$ cat src/rtl/pipe_ctrl.sv
// pipe_ctrl - pipeline hazard controller for the five-stage RV32I core.
//
// Watches the decode stage, the ID/EX register and the multi-cycle divider,
// and drives hold/flush controls into the PC, IF/ID and ID/EX registers.
// The fixed priority in RUN is: bus hold > EX jump > divide start > load-use.
// A jump resolved while the bus freezes the pipeline is parked in a pending
// register and replayed on the first cycle the bus hold drops.
//
// Ports:
//   clk, rst                  clock, asynchronous active-low reset
//   rs1/rs2_addr_id, _ren_id  source registers of the instruction in ID
//   rd_addr_ex, rd_wen_ex     destination of the instruction in EX
//   is_load_ex                instruction in EX is a load
//   jump_en_ex, jump_addr_ex  taken branch/jump resolved in EX
//   div_start, div_done       divider issue / result pulses
//   bus_hold                  bus not ready, freeze the pipeline
//   hold_pc, hold_if_id, hold_id_ex   register keeps its value
//   flush_if_id, flush_id_ex          register loads a NOP
//   jump_en_o, jump_addr_o    PC redirect (address is 0 when not redirecting)
//   div_timeout               one-cycle pulse on forced divide-wait exit
//   stall_cnt                 count of cycles with hold_pc high (wraps)
//   state_dbg                 current controller state, for observation
//
// Handshake note: there is no valid/ready pairing here; every control
// output is a level that applies to the current cycle only, computed
// combinationally from the registered state and this cycle's inputs.
module pipe_ctrl #(
  parameter int DIV_TIMEOUT = 64,
  parameter int CNT_W       = 32
) (
  input  logic             clk,
  input  logic             rst,
  input  logic [4:0]       rs1_addr_id,
  input  logic [4:0]       rs2_addr_id,
  input  logic             rs1_ren_id,
  input  logic             rs2_ren_id,
  input  logic [4:0]       rd_addr_ex,
  input  logic             rd_wen_ex,
  input  logic             is_load_ex,
  input  logic             jump_en_ex,
  input  logic [31:0]      jump_addr_ex,
  input  logic             div_start,
  input  logic             div_done,
  input  logic             bus_hold,
  output logic             hold_pc,
  output logic             hold_if_id,
  output logic             hold_id_ex,
  output logic             flush_if_id,
  output logic             flush_id_ex,
  output logic             jump_en_o,
  output logic [31:0]      jump_addr_o,
  output logic             div_timeout,
  output logic [CNT_W-1:0] stall_cnt,
  output logic [1:0]       state_dbg
);

  localparam int TW = $clog2(DIV_TIMEOUT + 1);
  localparam logic [TW-1:0] TMO_LAST = TW'(DIV_TIMEOUT - 1);

  typedef enum logic [1:0] {
    RUN      = 2'd0,
    DIV_WAIT = 2'd1,
    BUS_WAIT = 2'd2
  } state_t;

  state_t        state, state_nxt;
  logic          pend, pend_nxt;
  logic [31:0]   pend_addr, pend_addr_nxt;
  logic [TW-1:0] tmo_cnt, tmo_cnt_nxt;
  logic          lu;

  assign state_dbg = state;

  // Load-use: the load in EX writes a register the ID instruction reads.
  // x0 is never a real dependency.
  assign lu = is_load_ex && rd_wen_ex && (rd_addr_ex != 5'd0) &&
              ((rs1_ren_id && (rs1_addr_id == rd_addr_ex)) ||
               (rs2_ren_id && (rs2_addr_id == rd_addr_ex)));

  always_ff @(posedge clk or negedge rst) begin
    if (!rst) begin
      state     <= RUN;
      pend      <= 1'b0;
      pend_addr <= '0;
      tmo_cnt   <= '0;
      stall_cnt <= '0;
    end else begin
      state     <= state_nxt;
      pend      <= pend_nxt;
      pend_addr <= pend_addr_nxt;
      tmo_cnt   <= tmo_cnt_nxt;
      if (hold_pc) begin
        stall_cnt <= stall_cnt + CNT_W'(1);
      end
    end
  end

  always_comb begin
    state_nxt     = state;
    pend_nxt      = pend;
    pend_addr_nxt = pend_addr;
    tmo_cnt_nxt   = tmo_cnt;
    hold_pc       = 1'b0;
    hold_if_id    = 1'b0;
    hold_id_ex    = 1'b0;
    flush_if_id   = 1'b0;
    flush_id_ex   = 1'b0;
    jump_en_o     = 1'b0;
    jump_addr_o   = '0;
    div_timeout   = 1'b0;

    unique case (state)
      RUN: begin
        if (bus_hold) begin
          hold_pc    = 1'b1;
          hold_if_id = 1'b1;
          hold_id_ex = 1'b1;
          if (jump_en_ex) begin
            pend_nxt      = 1'b1;
            pend_addr_nxt = jump_addr_ex;
          end
          state_nxt = BUS_WAIT;
        end else if (jump_en_ex) begin
          // The jump squashes the two younger instructions, so a hazard
          // or divide they carry is irrelevant.
          jump_en_o   = 1'b1;
          jump_addr_o = jump_addr_ex;
          flush_if_id = 1'b1;
          flush_id_ex = 1'b1;
        end else if (div_start) begin
          hold_pc     = 1'b1;
          hold_if_id  = 1'b1;
          hold_id_ex  = 1'b1;
          tmo_cnt_nxt = '0;
          state_nxt   = DIV_WAIT;
        end else if (lu) begin
          // One bubble: ID stays put, EX gets a NOP, the load moves on.
          hold_pc     = 1'b1;
          hold_if_id  = 1'b1;
          flush_id_ex = 1'b1;
        end
      end

      DIV_WAIT: begin
        hold_pc     = 1'b1;
        hold_if_id  = 1'b1;
        hold_id_ex  = 1'b1;
        tmo_cnt_nxt = tmo_cnt + TW'(1);
        if (div_done) begin
          state_nxt = RUN;
        end else if (tmo_cnt == TMO_LAST) begin
          div_timeout = 1'b1;
          state_nxt   = RUN;
        end
      end

      BUS_WAIT: begin
        if (bus_hold) begin
          hold_pc    = 1'b1;
          hold_if_id = 1'b1;
          hold_id_ex = 1'b1;
        end else begin
          if (pend) begin
            jump_en_o   = 1'b1;
            jump_addr_o = pend_addr;
            flush_if_id = 1'b1;
            flush_id_ex = 1'b1;
            pend_nxt    = 1'b0;
          end
          state_nxt = RUN;
        end
      end

      default: begin
        state_nxt = RUN;
      end
    endcase

    // Everything is quiet while reset is held, whatever the inputs do.
    if (!rst) begin
      hold_pc     = 1'b0;
      hold_if_id  = 1'b0;
      hold_id_ex  = 1'b0;
      flush_if_id = 1'b0;
      flush_id_ex = 1'b0;
      jump_en_o   = 1'b0;
      jump_addr_o = '0;
      div_timeout = 1'b0;
    end
  end

endmodule

$ cat config.mk
export PLATFORM = sky130hd
export DESIGN_NAME = pipe_ctrl
export DESIGN_NICKNAME = d
export VERILOG_FILES = /design/src/rtl/pipe_ctrl.sv
export SDC_FILE = /design/constraint.sdc
export NUM_CORES = 1
export LEC_CHECK = 0
export CAP_MARGIN = 40
export CORE_MARGIN = 10
export CORE_UTILIZATION = 49
export CTS_CLUSTER_SIZE = 16
export DETAILED_ROUTE_END_ITERATION = 8
export PLACE_DENSITY = 0.91
export SKIP_LAST_GASP = 1
export SYNTH_ARGS = -nofsm -noshare
export SYNTH_HDL_FRONTEND = slang
export SYNTH_SLANG_ARGS = --single-unit
$ cat constraint.sdc
create_clock -name clk -period 3 [get_ports clk]
set_input_delay 0.45 -clock clk [delete_from_list [all_inputs] [get_ports clk]]
set_output_delay 0.45 -clock clk [all_outputs]
set_load 0.02 [all_outputs]
After elaboration in Yosys (flattened, before gate mapping)
Index checks and enable logic that the tools add are counted.
{ "totals": {"regBits": 74, "output_inout_bits": 73} }
{ "op_classes": {"addsub": 2, "n_eq_ne": 14, "n_mux": 48, "reduce_logical": 14} }
{ "ops": {"columns": ["op", "n"], "rows": [
  ["two-way mux 32 bit", 5],
  ["one-hot mux 32 bit (2 select lines)", 1],
  ["adder 32 x 1 -> 32 bit, second input constant", 1],
  ["two-way mux 1 bit", 26],
  ["two-way mux 7 bit", 3],
  ["one-hot mux 7 bit (2 select lines)", 1],
  ["two-way mux 2 bit", 6],
  ["inequality test 2 bit, second input constant", 6],
  ["AND reduction 4 bit", 3],
  ["== test 5 bit", 2],
  ["inequality test 3 bit, second input constant", 3],
  ["adder 7 x 1 -> 7 bit, second input constant", 1],
  ["== test 7 x 6 -> 1 bit, second input constant", 1],
  ["one-hot mux 1 bit (2 select lines)", 3],
  ["one-hot mux 1 bit (3 select lines)", 2],
  ["one-hot mux 2 bit (3 select lines)", 1],
  ["logical AND 1 bit", 5],
  ["nonzero test 5 bit", 1],
  ["nonzero test 2 bit", 2],
  ["AND reduction 3 bit", 1],
  ["== test 2 x 1 -> 1 bit, second input constant", 1],
  ["== test 2 bit, second input constant", 1],
  ["zero test 2 bit", 1],
  ["logical OR 1 bit", 1]
]} }

Depth between registers and ports, before layout
{ "depth": {"depth_word": 10, "mapped_depth": 7, "mapped_depth_nobuf": 6} }

Worst setup path after synthesis
No wires, ideal clock.
{ "synth_path": {"path_type": "register to output", "from": "register state[0], in the netlist state_dbg[0]", "to": "output hold_pc", "t_arrival_ps": 1825, "required_time_ps": 2550, "slack_ps": 725, "path_stages_with_launch": 7, "cell_sequence": "dfrtp_1 > buf_2 > nand2b_1 > a21boi_1 > a31o_2 > buf_2 > buf_4"} }
{ "synth_between": {"elab_chain_len": 3, "word_cells_on_any_way": 5} }
{ "synth_rtl": {"columns": ["item", "line", "rtl"], "rows": [
  ["start, declared", "66", "state_t state, state_nxt;"],
  ["start signal, assigned", "88", "state <= state_nxt;"],
  ["== test 2 bit, or another cell as far along", null, null],
  ["one-hot mux 1 bit (3 select lines) (*)", null, null],
  ["two-way mux 1 bit (*)", null, null],
  ["end, declared", "45", "output logic hold_pc,"]
]} }
Every way passes the cells marked *; elsewhere a longest branch is shown, timed or not.

Worst setup path in the final report
{ "layout_path": {"from": "input rd_addr_ex[0]", "to": "output hold_pc"} }
{ "layout_between": {"elab_chain_len": 10, "word_cells_on_any_way": 14} }
{ "layout_rtl": {"columns": ["item", "line", "rtl"], "rows": [
  ["start, declared", "37", "input logic [4:0] rd_addr_ex,"],
  ["== test 5 bit, on equally long branches", "77, 78", null],
  ["logical AND 1 bit, on equally long branches", "77, 78", null],
  ["logical OR 1 bit", "77", "((rs1_ren_id && (rs1_addr_id == rd_addr_ex)) ||"],
  ["logical AND 1 bit (*)", "76", "assign lu = is_load_ex && rd_wen_ex && (rd_addr_ex != 5'd0) &&"],
  ["two-way mux 1 bit (*)", "136", "end else if (lu) begin"],
  ["two-way mux 1 bit (*)", "130", "end else if (div_start) begin"],
  ["two-way mux 1 bit (*)", "123", "end else if (jump_en_ex) begin"],
  ["two-way mux 1 bit (*)", "114", "if (bus_hold) begin"],
  ["one-hot mux 1 bit (3 select lines) (*)", "112", "unique case (state)"],
  ["two-way mux 1 bit (*)", "180", "if (!rst) begin"]
]} }
Marks and branches as above.

==> impl_metrics.csv <==
group,metric,value,unit
timing,min_period,2.90,ns
grt,grt_usage,18.3,%
grt,overflow,0,
grt,grt_start_max_net_pins,64,
yosys,synthAdderAreaFrac,0.661,%
route,first_pass_iters,5,
yosys,muxShareOfSynthArea,9.82,%
route,vias,3267,
route,routed_via_density,5.58,
clocking,post_cts_buffers,0,
setup_path,cp.required,2.55,ns
yosys,synth_warnings,0,
timing,slew_violations,0,
job,max-cap-violations,0,
clocking,cts_sinks,74,
yosys,syn_area,3780,um2
timing,rsz0062_at_grt,"no",
yosys,syn_inst,358,
grt,antenna_found_initial,0,
finish,synthToLayoutAreaGrowth,43.3,%
pwr,p_per_area,535,nW/um2
grt,grt_pass1_vias,3365,
setup_path,r2r_slack,0.97,ns
finish,n_antenna_cell,0,
die,num_rows,31,
setup_path,r2r-start,"stall_cnt[2]",
pwr,fin_total_pwr,0.00290,W
timing,slew_headroom,48.3,%
placement,portBuffers,129,
timing,skew,0.00806,ns
yosys,ys_seq_area_share,48.9,%
die,die_x,108,um
finish,final_common_cell,"clkdlybuf4s50_1",
route,antenna_left,0,
setup_path,slowest_delay,0.64,ns
setup_path,path_buf_inv,2,
grt,grt_pass1_wl,17.2,mm
yosys,synth_compound_area_share,8.40,%
outcome,status,"finished clean",
clocking,cts_buffers,9,
setup_path,arrival,2.45,ns
setup_path,cp_max_fo,3,
setup_path,critPathLaunch,"rd_addr_ex[0]",
pwr,vdd_drop_max,541,uV
die,io_pins,130,
setup_path,path_cells,"clkdlybuf4s50_1 -> xnor2_1 -> nand4_1 -> o22ai_1 -> a31o_2 -> clkdlybuf4s50_1",
finish,stdcell_count,586,
finish,final_layout_size_suffix_gt1_share,12.9,%
timing,worstMarginPinSlew,0.775,ns
yosys,yosys.area_share.simple,18.4,%
setup_path,cp-end-kind,"primary output",
timing,final-hold-violation-count,0,
placement,gp_congestion,0.842,
yosys,synth_top_area_share,48.9,%
route,drt-initial-drc-count,175,
clocking,root_buffer,"clkbuf_8",
yosys,synth_top_family_by_area,"simple AND/OR/NAND/NOR gates",
route,finalWirelength,10.9,mm
yosys,synth.distinct_cells,36,
yosys,synth_top_area_cell,"dfrtp_1",
die,die_h,108,um
clocking,path_clk_slew,0.08,ns
yosys,synth_xor_area_share,10.4,%
clocking,cts_max_path_buffers,2,
setup_path,critPathTopFamily,"buffers and inverters",
placement,placed_cells,569,
yosys,synth_fp_nets,417,
route,drc,0,
hold_path,hold_path_class,"input pin to asynchronous set/reset pin",
finish,most-common-layout-cells,"clkdlybuf4s50_1, dfrtp_1, nor2_1",
clocking,cts_tree,"built",
setup_path,critical_path_class,"input pin to primary output",
setup_path,reg2reg_depth,6,
clocking,htreeDepth,3,
setup_path,rr_endpoint,"stall_cnt[31]",
timing,clock.fmax,345,MHz
die,start_util,51.3,%
die,die_area,11600,um2
pwr,power.leakage,2.20,nW
timing,min_period_over_period,96.6,%
yosys,synth.area.top_cells,"dfrtp_1, mux2_2, xnor2_1",
placement,dp_hpwl,7.95,mm
setup_path,critPathMostFrequentCell,"clkdlybuf4s50_1",
setup_path,cp-start-kind,"input pin",
clocking,clk_latency,0.34,ns
timing,setup_viol_count_final,0,
yosys,ys_seq_elements,74,
yosys,syn_avg_cell_area,10.6,um2
finish,nNetsFinal,541,
route,wl_per_cell,18.5,um
timing,fin_tns_setup,0,ns
setup_path,worst_path_max_delay_cell,"clkdlybuf4s50_1",
die,core,7370,um2
[cell usage after synthesis]
cell type	instances
buf_6	1
inv_1	2
xnor2_1	40
nor4_4	1
o31ai_1	1
buf_1	1
nand4b_1	2
and3_1	14
a21boi_1	1
ha_1	2
buf_4	2
a22oi_1	32
or3_1	1
a31o_2	1
nand2b_1	3
nand2_2	1
nand3_1	15
dfrtp_1	74
mux2_2	33
xor2_1	5
and2_4	1
o22ai_1	1
nand2_1	11
o21bai_1	1
and2_0	1
and4_1	1
and2_1	6
nor3_1	5
clkbuf_1	9
nand4_1	23
a21oi_1	2
nor2b_1	2
buf_2	11
and4_4	1
o21ai_0	6
nor2_1	45
[where the power goes]
part | switching, W | leakage (nW) | internal [W]
combinational | 0.000352 | 1.13 | 0.000361
clock | 0.000360 | 0.120 | 0.000549
sequential | 0.000126 | 0.947 | 0.00115
total | 0.000838 | 2.20 | 0.00206
[routing by layer]
layer	routed length, um	GRT usage, %	part of all wire (%)
met5	0	0	0
met4	105	4.96	0.97
met3	1020	7.01	9.4
met2	5340	30.2	49
met1	4400	21.6	40
[cell families (layout without fill, tap and decap cells)]
logic type / after synthesis / after routing
AOI/OAI and AO/OA: 45 / 45
xor gates and xnor gates: 45 / 45
adders and majority gates: 2 / 2
buffers and inverters: 26 / 155
DFF: 74 / 74
muxes: 33 / 33
and+or+nand+nor: 133 / 133
[final cells by class]
class | instances | area, um2
inverters | 2 | 7.51
flip-flops and latches | 74 | 1850
well taps | 99 | 124
multi-input cells | 258 | 1820
clock inverters | 6 | 105
fillers | 525 | 1950
clock buffers | 10 | 128
repair buffers | 137 | 1390
[state kept, by name (all words and copies together), names as in the netlist]
signal     cells
pend           1
pend_addr     32
tmo_cnt        7
state_dbg      2
stall_cnt     32
[through the flow]
stage	utilization [%]	cell area (um2)	hold slack, ns	worst slack (ns)
6_report	73.6	5420	0.373	0.102
5_1_grt	73.6	5420	0.416	0.0186
4_1_cts	73.5	5420	0.391	0.0913
3_5_place_dp	70.3	5180	0.323	0.0946
3_3_place_gp	70.3	5180	0.325	0.154
2_1_floorplan	-	3780	0.154	0.725
[how the worst max path moves through the flow]
stage                  endpoint  cells past startpoint  slack [ns]
floorplan               hold_pc                      6        0.72
global placement    flush_id_ex                      7        0.15
detailed placement      hold_pc                      6        0.09
CTS                     hold_pc                      6        0.09
global route            hold_pc                      6        0.02
finish                  hold_pc                      6        0.10
[worst reg2reg max path, delay by kind of cell, from the launching register on]
family                    cells  cell delay (ns)
xor gates and xnor gates      1             0.17
DFF                           1             0.45
and+or+nand+nor               5             1.30
[timing repair]
item | CTS | global route
hold endpoints to repair | 11 | 0
endpoints found under the setup margin | 0 | 1
hold buffers | 1 | 0
gates resized for setup | 0 | 1
No activity file was read; power rests on OpenSTA's default activity.
